File: config.mk
export PLATFORM = sky130hd
export DESIGN_NAME = wb_port_arbiter_flat
export DESIGN_NICKNAME = d
export VERILOG_FILES = /design/src/rtl/wb_port_arbiter_if.sv /design/src/rtl/wb_port_arbiter.sv /design/src/flat_wrapper.sv
export SDC_FILE = /design/constraint.sdc
export NUM_CORES = 1
export LEC_CHECK = 0
export ABC_AREA = 1
export CAP_MARGIN = 20
export CORE_MARGIN = 2
export CORE_UTILIZATION = 38
export DETAILED_ROUTE_END_ITERATION = 6
export GPL_ROUTABILITY_DRIVEN = 0
export PLACE_DENSITY_LB_ADDON = 0.25
export SKIP_CTS_REPAIR_TIMING = 1
export SLEW_MARGIN = 0
export SYNTH_ARGS = -nofsm -noshare
export SYNTH_HDL_FRONTEND = slang
export SYNTH_SLANG_ARGS = --single-unit
File: constraint.sdc
create_clock -name clk -period 3.9 [get_ports clk]
set_input_delay 0.78 -clock clk [delete_from_list [all_inputs] [get_ports clk]]
set_output_delay 0.78 -clock clk [all_outputs]
set_load 0.02 [all_outputs]
File: src/rtl/wb_port_arbiter_if.sv
// Writeback request bus: per-source valid/rd/data in, one-hot ready back.
// master = writeback sources, slave = the arbiter.
interface wb_port_arbiter_if #(
    parameter int NREQ = 4
);
    logic [NREQ-1:0]    req_valid;
    logic [NREQ*5-1:0]  req_rd;
    logic [NREQ*32-1:0] req_data;
    logic [NREQ-1:0]    req_ready;

    modport master (
        output req_valid,
        output req_rd,
        output req_data,
        input  req_ready
    );

    modport slave (
        input  req_valid,
        input  req_rd,
        input  req_data,
        output req_ready
    );
endinterface

File: src/rtl/wb_port_arbiter.sv
// Regfile write-port arbiter, fixed priority (index 0 first); WBARB_STARVE_GUARD_EN adds starvation override.
// Latency: grant is combinational, accepted write drives we6/rdaddr6/wb6 on the next cycle.
// Backpressure: hold/flush/rst drop all readies; losing sources stall in place, nothing is buffered.
module wb_port_arbiter #(
    parameter int NREQ     = 4,
    parameter int CNT_W    = 16,
    parameter int MAX_WAIT = 8
) (
    input  logic                     clk,
    input  logic                     rst,
    wb_port_arbiter_if.slave         wb,
    input  logic                     hold,
    input  logic                     flush,
    output logic                     we6,
    output logic [4:0]               rdaddr6,
    output logic [31:0]              wb6,
    output logic [$clog2(NREQ)-1:0]  grant_id,
    output logic [CNT_W-1:0]         stat_conflicts
);
    localparam int GW = $clog2(NREQ);

    if (NREQ < 2 || CNT_W < 1 || MAX_WAIT < 1) begin : g_bad_param
        $error("wb_port_arbiter: illegal parameter set");
    end

    logic [NREQ-1:0] starved;
    logic [NREQ-1:0] cand;
    logic [NREQ-1:0] gnt;
    logic [GW-1:0]   gnt_idx;
    logic [4:0]      sel_rd;
    logic [31:0]     sel_dat;
    logic            found;
    logic            xfer;
    logic            multi_req;

`ifdef WBARB_STARVE_GUARD_EN
    localparam int WW = $clog2(MAX_WAIT + 1);

    logic [WW-1:0] wait_cnt [NREQ];

    always_comb begin
        starved = '0;
        for (int i = 0; i < NREQ; i++) begin
            starved[i] = wb.req_valid[i] && (wait_cnt[i] == WW'(MAX_WAIT));
        end
    end

    // Counters freeze on hold so a stalled pipeline doesn't manufacture starvation.
    always_ff @(posedge clk or posedge rst) begin
        if (rst) begin
            for (int i = 0; i < NREQ; i++) wait_cnt[i] <= '0;
        end else if (flush) begin
            for (int i = 0; i < NREQ; i++) wait_cnt[i] <= '0;
        end else if (!hold) begin
            for (int i = 0; i < NREQ; i++) begin
                if (!wb.req_valid[i] || gnt[i])
                    wait_cnt[i] <= '0;
                else if (wait_cnt[i] != WW'(MAX_WAIT))
                    wait_cnt[i] <= wait_cnt[i] + WW'(1);
            end
        end
    end
`else
    assign starved = '0;
`endif

    // Starved sources, if any, form the candidate set; lowest index wins within it.
    always_comb begin
        cand    = (|starved) ? starved : wb.req_valid;
        gnt     = '0;
        gnt_idx = '0;
        sel_rd  = '0;
        sel_dat = '0;
        found   = 1'b0;
        for (int i = 0; i < NREQ; i++) begin
            if (!found && cand[i]) begin
                found   = 1'b1;
                gnt[i]  = 1'b1;
                gnt_idx = GW'(i);
                sel_rd  = wb.req_rd[5*i +: 5];
                sel_dat = wb.req_data[32*i +: 32];
            end
        end
        if (rst || hold || flush) gnt = '0;
    end

    assign wb.req_ready = gnt;
    assign xfer         = |gnt;
    assign multi_req    = |(wb.req_valid & (wb.req_valid - NREQ'(1)));

    // Writes to x0 complete the handshake but never assert we6 or disturb wb6.
    always_ff @(posedge clk or posedge rst) begin
        if (rst) begin
            we6      <= 1'b0;
            rdaddr6  <= '0;
            wb6      <= '0;
            grant_id <= '0;
        end else begin
            we6 <= 1'b0;
            if (xfer) begin
                we6      <= (sel_rd != 5'd0);
                rdaddr6  <= sel_rd;
                grant_id <= gnt_idx;
                if (sel_rd != 5'd0) wb6 <= sel_dat;
            end
        end
    end

    always_ff @(posedge clk or posedge rst) begin
        if (rst)
            stat_conflicts <= '0;
        else if (multi_req && !hold && !flush && (stat_conflicts != '1))
            stat_conflicts <= stat_conflicts + CNT_W'(1);
    end
endmodule

File: src/flat_wrapper.sv
// flat-port wrapper written by rule: the top's interface ports become plain ports
module wb_port_arbiter_flat 
#(
    parameter int NREQ     = 4,
    parameter int CNT_W    = 16,
    parameter int MAX_WAIT = 8
)
  (clk, rst, hold, flush, we6, rdaddr6, wb6, grant_id, stat_conflicts, wb_req_valid, wb_req_rd, wb_req_data, wb_req_ready);
  wb_port_arbiter_if #(.NREQ(NREQ)) wb_i ();
  input  logic clk;
  input  logic rst;
  input  logic hold;
  input  logic flush;
  output logic we6;
  output logic [4:0] rdaddr6;
  output logic [31:0] wb6;
  output logic [$clog2(NREQ)-1:0] grant_id;
  output logic [CNT_W-1:0] stat_conflicts;
  input wire logic [$bits(wb_i.req_valid)-1:0] wb_req_valid;
  input wire logic [$bits(wb_i.req_rd)-1:0] wb_req_rd;
  input wire logic [$bits(wb_i.req_data)-1:0] wb_req_data;
  output wire logic [$bits(wb_i.req_ready)-1:0] wb_req_ready;
  assign wb_i.req_valid = wb_req_valid;
  assign wb_i.req_rd = wb_req_rd;
  assign wb_i.req_data = wb_req_data;
  assign wb_req_ready = wb_i.req_ready;
  wb_port_arbiter #(.NREQ(NREQ), .CNT_W(CNT_W), .MAX_WAIT(MAX_WAIT)) u_core (.clk(clk), .rst(rst), .wb(wb_i), .hold(hold), .flush(flush), .we6(we6), .rdaddr6(rdaddr6), .wb6(wb6), .grant_id(grant_id), .stat_conflicts(stat_conflicts));
endmodule
==> run summary, run 1 <==
The flow ran to the end, and the final reports show no timing, DRC or antenna violations. The ratio of final minimum period to clock period is slightly below 90%. The proportion of synthesized chip area in sequential cells came out at between 30% and 40%. The number of H-tree branching levels is 2.

The clock tree root buffer cell is sky130_fd_sc_hd__clkbuf_8. For this configuration, the core starts out at a cell density of 38.8%. Setup repair after global routing left no endpoint under its margin. The area enclosed by the die boundary is 10,100 um^2. The clock-pin slew on the worst setup and hold paths is 0.09 ns.

The final standard cell count with taps included and fillers excluded is between 800 and 900. The final hold violation count is 0. The cell family contributing the most delay on the critical path is buffers and inverters. The violation count after the first detailed-routing iteration is approximately 200. For this run the aggregate overflow at the end of global routing stands at 0. The share of the synthesized area in the top cell type came out at approximately 40%. After detailed placement, the total cell area comes to 5720 um^2.

For this design the total switching power over the nets is between 0.6 and 0.7 mW. The switching part of the total is between 30% and 40%. The worst setup path is launched from an input pin.

The pin count of the biggest net entering global routing came out at between 50 and 60. The post-synthesis mux area share came out at 0%. The via count of the first global-routing pass came out at ~4,100. The arrival time at the worst endpoint came out at 2.64 ns. The tightest hold path in the finished design has a slack of around 0.48 ns. The number of setup violations in the final report is 0. The number of antenna violations at the first check in global routing is 0. The floorplan row count is 35. For the final database, setup skew stands at 0.00697 ns.

The number of instances in the synthesized netlist is ~520. The total clock buffers created by CTS is 5. Cells fill ~64% of the core in the end.

The clock network latency to the later pin of the worst-skew pair is roughly 0.31 ns. The max-slew violation count was 0. The delay contributed by the slowest stage of the critical path came out at between 0.6 and 0.7 ns. Ranked by total cell area, the synthesized netlist is headed by sky130_fd_sc_hd__dfrtp_1 (40%), sky130_fd_sc_hd__nand2_1 (28%), sky130_fd_sc_hd__nand3_1 (7.2%), sky130_fd_sc_hd__nand4_1 (6.7%), sky130_fd_sc_hd__xor2_1 (2.7%). The final total negative setup slack came out at 0 ns.

The required time at the endpoint of the critical path came out at 3.12 ns. After synthesis the cells add up to ~3500 um^2. The internal power contribution is between 1 and 1.5 mW. The areal power density over the cells came out at between 300 and 400 nW/um^2. The critical path is of the input pin to output port type.

Walking the worst path, the cells encountered are clkdlybuf4s50_1 -> nor2_4 -> nand2_2 -> inv_2 -> nand2_1 -> nor2_1 -> clkdlybuf4s50_1. The remaining design rule violation count came out at 0. The clock network is responsible for 16.9% of the overall power. The number of vias in the routed layout is roughly 4,200.

The average via count per standard cell is 5.05. The area of all placed cells without fillers is 5810 um^2. The shortest period the worst path allows came out at around 3.4 ns. The endpoint class of the critical path is an output port.

For this run, the number of Yosys warnings is 0. The I/O pin total came out at about 220. The horizontal extent of the die came out at roughly 100 um.

Counting every net in the synthesized netlist gives 681. The number of different library cells in the post-synthesis netlist came out at 28. The number of maximum-capacitance constraint violations came out at 0. The antenna diode instance count came out at 0. The detailed-route wire length per cell came out at 14.6 um.

Summed over all instances, the cell type with the most area after synthesis is sky130_fd_sc_hd__dfrtp_1. In this run the tightest slew margin relative to its limit is 50.7%. The synthesized area per cell is between 6 and 7 um^2.

The post-detailed-placement half-perimeter wirelength is ~9200 um. The wire length of the first global-routing pass came out at 19,500 um. The maximum root-to-sink buffer count is 2. Summing the areas of all compound-gate instances in the mapped netlist gives ~2.3% of the synthesized area. The vertical extent of the die came out at 100 um. Once detail routing completed, the nets flagged for antenna violations numbered 0. The actual transition at the worst max-transition pin is around 0.74 ns.

For this block, the routed nets add up to about 12,000 um of wire. The post-synthesis share of cell area spent on and, or, nand and nor gates is about 47%. The total routing resource utilization after global routing is roughly 24%. The count of buffer and inverter cells on the critical path is 3. The cell count after placement is 830. The count of clock tree sinks came out at between 50 and 60. The largest vdd supply drop is between 0.15 and 0.2 mV. For this run, the post-layout net count is just under 900. After synthesis, the largest family of logic cells by area is simple AND/OR/NAND/NOR gates.

The layout cell share with drive strength beyond 1 is roughly 4.3%. The leakage component of the power is approximately 2.6 nW. The TritonCTS clock tree is built. The number of optimization iterations in the first detailed-route pass came out at 4. The logic gate share of total power is 42.7%. The xor-xnor portion of the synthesized cell area came out at 3.47%.

By instance count, the cell type seen most on the critical path is sky130_fd_sc_hd__clkdlybuf4s50_1. The area added between synthesis and finish is 64.5%. Buffers placed on the I/O ports in this run total 215. For this design, the slowest cell found on the critical path is sky130_fd_sc_hd__clkdlybuf4s50_1. The maximum net fanout on the critical path came out at 8.

The maximum clock rate came out at 292 MHz. The worst hold-check path type is flop to flop. The synthesized flop and latch total came out at 56. The total core area is about 9000 um^2. The post-place setup slack came out at just under 0.5 ns.

The worst path meets setup with approximately 0.48 ns of slack. The fraction of the mapped netlist area in adder cells is less than 1%. The overall power of the completed layout is ~1.9 mW. The relative contribution of sequential cells to total power is just over 40%.
==> cells by family (layout without fill, tap and decap cells) <==
group / Yosys count / in the layout
simple gates: 387 / 387
flops: 56 / 56
fa+ha+maj: 1 / 1
buf+inv: 52 / 255
compound gates: 14 / 14
xor+xnor: 14 / 14
==> final cells by class <==
cell class / count / area (um^2)
clock buffer: 6 / 82.6
clock inverter: 2 / 10.0
fill: 801 / 3300
inverter: 26 / 97.6
multi-input combinational: 416 / 1890
sequential: 56 / 1400
tap: 111 / 139
timing repair buffer: 221 / 2190
==> layer usage <==
metal	wire length [um]	global-route usage, %
met5	0	0
met3	1070	6.48
met4	293	6.95
met1	4990	29.6
met2	5880	42.0
==> cell usage after synthesis <==
cell type,instances
sky130_fd_sc_hd__inv_2,5
sky130_fd_sc_hd__o21ai_0,11
sky130_fd_sc_hd__nand3_1,51
sky130_fd_sc_hd__buf_1,2
sky130_fd_sc_hd__nand3_2,2
sky130_fd_sc_hd__nor3b_1,1
sky130_fd_sc_hd__buf_4,1
sky130_fd_sc_hd__and3b_1,1
sky130_fd_sc_hd__inv_1,21
sky130_fd_sc_hd__dfrtp_1,56
sky130_fd_sc_hd__nand3b_1,1
sky130_fd_sc_hd__buf_6,4
sky130_fd_sc_hd__ha_1,1
sky130_fd_sc_hd__buf_2,10
sky130_fd_sc_hd__nand4_1,38
sky130_fd_sc_hd__nor2_4,1
sky130_fd_sc_hd__o21ai_4,1
sky130_fd_sc_hd__nand2_2,2
sky130_fd_sc_hd__clkbuf_1,9
sky130_fd_sc_hd__nand2_1,261
sky130_fd_sc_hd__xnor2_1,3
sky130_fd_sc_hd__nand2_4,1
sky130_fd_sc_hd__nor3_1,7
sky130_fd_sc_hd__nor2_1,18
sky130_fd_sc_hd__nor2_2,3
sky130_fd_sc_hd__a31oi_1,1
sky130_fd_sc_hd__a21oi_1,1
sky130_fd_sc_hd__xor2_1,11
==> cells in the final DEF (no fill, tap or decap) <==
cell / count
sky130_fd_sc_hd__nand4_1: 38
sky130_fd_sc_hd__clkbuf_8: 6
sky130_fd_sc_hd__buf_2: 1
sky130_fd_sc_hd__inv_1: 20
sky130_fd_sc_hd__a21oi_1: 1
sky130_fd_sc_hd__inv_2: 6
sky130_fd_sc_hd__nand3_1: 51
sky130_fd_sc_hd__xnor2_1: 3
sky130_fd_sc_hd__and3b_1: 1
sky130_fd_sc_hd__xor2_1: 11
sky130_fd_sc_hd__nor2_2: 3
sky130_fd_sc_hd__a31oi_1: 1
sky130_fd_sc_hd__nand2_4: 1
sky130_fd_sc_hd__o21ai_4: 1
sky130_fd_sc_hd__nand3_2: 2
sky130_fd_sc_hd__nand2_2: 2
sky130_fd_sc_hd__clkdlybuf4s50_1: 214
sky130_fd_sc_hd__nor3_1: 7
sky130_fd_sc_hd__nand2_1: 261
sky130_fd_sc_hd__dfrtp_1: 56
sky130_fd_sc_hd__nor3b_1: 1
sky130_fd_sc_hd__nor2_4: 1
sky130_fd_sc_hd__nand3b_1: 1
sky130_fd_sc_hd__o21ai_0: 11
sky130_fd_sc_hd__clkinv_2: 2
sky130_fd_sc_hd__nor2_1: 18
sky130_fd_sc_hd__buf_4: 6
sky130_fd_sc_hd__ha_1: 1
==> worst paths after layout <==
check                                                     start  slack [ns]                                    end  cells past startpoint
min in group asynchronous                                   rst        1.09  u_core.stat_conflicts[13]$_DFFE_PP0P_                      3
min                                   u_core.wb6[9]$_DFFE_PP0P_        0.48              u_core.wb6[9]$_DFFE_PP0P_                      2
max in group asynchronous                                   rst        2.34             u_core.wb6[20]$_DFFE_PP0P_                      3
max                                             wb_req_valid[1]        0.48                        wb_req_ready[3]                      7
max reg2reg                u_core.stat_conflicts[0]$_DFFE_PP0P_        1.73   u_core.stat_conflicts[5]$_DFFE_PP0P_                      8
min reg2reg                           u_core.wb6[9]$_DFFE_PP0P_        0.48              u_core.wb6[9]$_DFFE_PP0P_                      2
==> power groups by stage <==
stage,clock network [mW],logic (mW),registers (mW)
after CTS,0.340,0.830,0.782
final,0.328,0.825,0.781
after global routing,0.361,0.890,0.799
after floorplan,0,0.231,0.921
after global placement,0,0.819,0.787
after detailed placement,0,0.827,0.791
==> registers in the layout (all words and copies together), names as in the netlist <==
| name | flops |
|---|---|
| u_core.stat_conflicts | 16 |
| u_core.wb6 | 32 |
| u_core.we6 | 1 |
| u_core.rdaddr6 | 5 |
| u_core.grant_id | 2 |
==> worst min-delay path: stages, from the launching register on <==
cell and delay [ns]:
sky130_fd_sc_hd__dfrtp_1 0.35, sky130_fd_sc_hd__nand2_1 0.05, sky130_fd_sc_hd__nand2_1 0.05
Power figures use the tool's default switching activity.
==> run 2: changes to the inputs <==
- HOLD_SLACK_MARGIN: default -> 0.05
==> results of run 2 <==
No change in the layout: final DEF, timing and power equal those of run 1.
==> run 3: changes to the inputs <==
- CORE_MARGIN: 2 -> default
==> run 3 against run 2 <==
Sequential share of layout area decreased by 0.052 points; largest power group unchanged; critical path type unchanged; sequential power about the same; hold slack got worse by 0.0017 ns; cell area increased by 0.22%; the run now ends with DRC left; largest cell class unchanged.
==> run summary, run 3 (same netlist as run 1, synthesis figures left out) <==
The area added between synthesis and finish is 64.9%. The count of buffer and inverter cells on the critical path came out at 3 (unchanged). The cell with the largest stage delay on the worst path is sky130_fd_sc_hd__clkdlybuf4s50_1. The largest vdd supply drop is 0.196 mV (+8.5%). The floorplan row count is 34 (-2.9%). The shortest period the worst path allows came out at 3.44 ns (+0.0174 ns). The final total negative setup slack is 0 ns (unchanged). The arrival time at the worst endpoint is 2.66 ns (+0.02 ns). The worst setup path is captured at an output port. The placed instance area is 5730 um^2 (+0.15%).

The clock-pin slew on the worst setup and hold paths was 0.09 ns (about the same). The worst setup path is launched from an input pin. The pin count of the biggest net entering global routing is 57 (unchanged). The number of antenna violations at the first check in global routing was 0 (unchanged). The flip-flop count of the largest register after layout is 32 (unchanged). The average via count per standard cell came out at 5.09 (+0.64%). The detailed-route wire length per cell is 14.9 um (+1.8%). Setup repair after global routing left no endpoint under its margin. The antenna diode instance count came out at 0 (unchanged).

The tightest slew margin relative to the limit was 49.4% (-1.3 points). The number of maximum-capacitance constraint violations was 0 (unchanged). The ratio of final minimum period to clock period is 88.2% (+0.45 points). In this design, the critical path's most frequently occurring cell is sky130_fd_sc_hd__clkdlybuf4s50_1.

The final standard cell count with taps included and fillers excluded is 835 (-0.36%). The filler cell count came out at 783 (-2.2%). The count of port buffers added during placement came out at 215 (unchanged). The cell count after placement was 828 (-0.24%). The worst hold slack across all endpoints is 0.476 ns (-0.00175 ns). The min-delay analysis places its worst path in the category flop to flop. The delay contributed by the slowest stage of the critical path is 0.62 ns (about the same). The number of H-tree branching levels came out at 2 (unchanged).

The horizontal extent of the die is 98.4 um (-2.0%). The setup clock skew after layout came out at 0.00697 ns (+0.00000369 ns). The total detailed-routing wirelength is 12,400 um (+1.4%).

The number of vias in the routed layout is 4,246 (+0.28%). The remaining design rule violation count came to 12 (+12). The count of clock tree sinks is 56 (unchanged). The max-slew violation count is 0 (unchanged). The final hold violation count is 0 (unchanged).

The path type of the worst setup path is input pin to output port. In the final layout, the registers with the most flip-flops are u_core.wb6: 32 flops, u_core.stat_conflicts: 16 flops, u_core.rdaddr6: 5 flops. The total routing resource utilization after global routing came out at 25.8% (+1.6 points). The number of setup violations in the final report came out at 0 (unchanged). The critical path goes through clkdlybuf4s50_1 -> nor2_4 -> nand2_2 -> inv_2 -> nand2_1 -> nor2_1 -> clkdlybuf4s50_1. The post-detailed-placement half-perimeter wirelength came to 9550 um (+3.3%). The vertical extent of the die is 98.4 um (-2.0%). The clock network latency to the later pin of the worst-skew pair is 0.30 ns (about the same). The final net count came out at 884 (+0.11%). The areal power density over the cells came to 335 nW/um^2 (+0.74%). The wire length of the first global-routing pass is 20,000 um (+2.6%). The required time at the endpoint of the critical path came out at 3.12 ns (about the same). The final worst setup slack is 0.461 ns (-0.0174 ns). The top cell types in the final layout, fill and taps aside, are sky130_fd_sc_hd__nand2_1 (261), sky130_fd_sc_hd__clkdlybuf4s50_1 (215), sky130_fd_sc_hd__dfrtp_1 (56). The violation count after the first detailed-routing iteration is 196 (-0.51%). The actual transition at the worst max-transition pin came out at 0.757 ns (+0.0188 ns).

The I/O pin total was 216 (unchanged). The maximum net fanout on the critical path is 8 (unchanged). The total core area was 8850 um^2 (-2.9%). On the critical path the largest part of the delay comes from buffers and inverters. The area of all placed cells without fillers came out at 5830 um^2 (+0.22%).

The maximum clock rate is 291 MHz (-0.51%). Leaving out fill and tap cells, the most frequent cell in the layout is sky130_fd_sc_hd__nand2_1. The run finished, with violations left. The remaining global-route overflow is 0 (unchanged). The TritonCTS clock tree is built.

The starting density of the core was 39.9% (+1.1 points). The count of nets left with antenna violations after detail routing came out at 0 (unchanged). The final reports fail on DRC.

The layout cell share with drive strength beyond 1 was 4.13% (-0.14 points). The total clock buffers created by CTS is 5 (unchanged). The area enclosed by the die boundary came out at 9690 um^2 (-3.9%).

The clock tree root buffer cell is sky130_fd_sc_hd__clkbuf_8. u_core.wb6 holds more flip-flops than any other register. The leakage component of the power came to 2.62 nW (+0.16%). The number of optimization iterations in the first detailed-route pass came out at 7 (+3). The post-place setup slack is 0.490 ns (-0.00152 ns). The maximum root-to-sink buffer count is 2 (unchanged). The via count of the first global-routing pass was 4,155 (+1.1%).
==> run 3: power by group <==
part | internal (mW) | switching (mW) | total [mW]
logic | 0.421 | 0.407 | 0.828
clock network | 0.159 | 0.181 | 0.340
registers | 0.692 | 0.0922 | 0.784
total | 1.27 | 0.680 | 1.95
==> run 3: area by class of cell <==
cell class | instances | area (um^2) | share of cell area (%)
clock buffers | 7 | 96.3 | 1.65
well taps | 108 | 135 | 2.32
inverters | 26 | 97.6 | 1.68
flip-flops and latches | 56 | 1400 | 24.1
repair buffers | 222 | 2200 | 37.8
multi-input cells | 416 | 1890 | 32.5
==> run 3: final timing paths <==
check                                                     startpoint                                    to  slack (ns)  depth (start not counted)
worst max register to register  u_core.stat_conflicts[0]$_DFFE_PP0P_  u_core.stat_conflicts[1]$_DFFE_PP0P_        1.72                          8
worst min register to register            u_core.wb6[15]$_DFFE_PP0P_            u_core.wb6[15]$_DFFE_PP0P_        0.48                          2
max in group asynchronous                                        rst            u_core.wb6[13]$_DFFE_PP0P_        2.38                          3
worst min-delay path                      u_core.wb6[15]$_DFFE_PP0P_            u_core.wb6[15]$_DFFE_PP0P_        0.48                          2
min in group asynchronous                                        rst  u_core.stat_conflicts[1]$_DFFE_PP0P_        1.04                          3
worst max-delay path                                 wb_req_valid[1]                       wb_req_ready[3]        0.46                          7
==> run 3: layer usage <==
metal  vias to the layer above  track usage, %  wire length (um)
met3                        10            6.10              1050
li1                       2089               -                 -
met4                         0            4.59               136
met5                         -               0                 0
met1                      1960            31.5              4990
met2                       187            46.9              6230
==> run 3: stage by stage <==
step                      util [%]  power [mW]
after floorplan                  -        1.15
after global placement        64.7        1.60
after detailed placement      64.7        1.62
after CTS                     65.8        1.97
after global routing          65.8        2.07
final                         65.8        1.95
==> run 3: worst reg2reg max path: cells and delay by family, from the launching register on <==
family                     cells  cell delay (ns)
buffers and inverters          1             0.28
AOI/OAI and AO/OA              1             0.09
adders and majority gates      1             0.27
and+or+nand+nor                5             0.94
DFF                            1             0.49
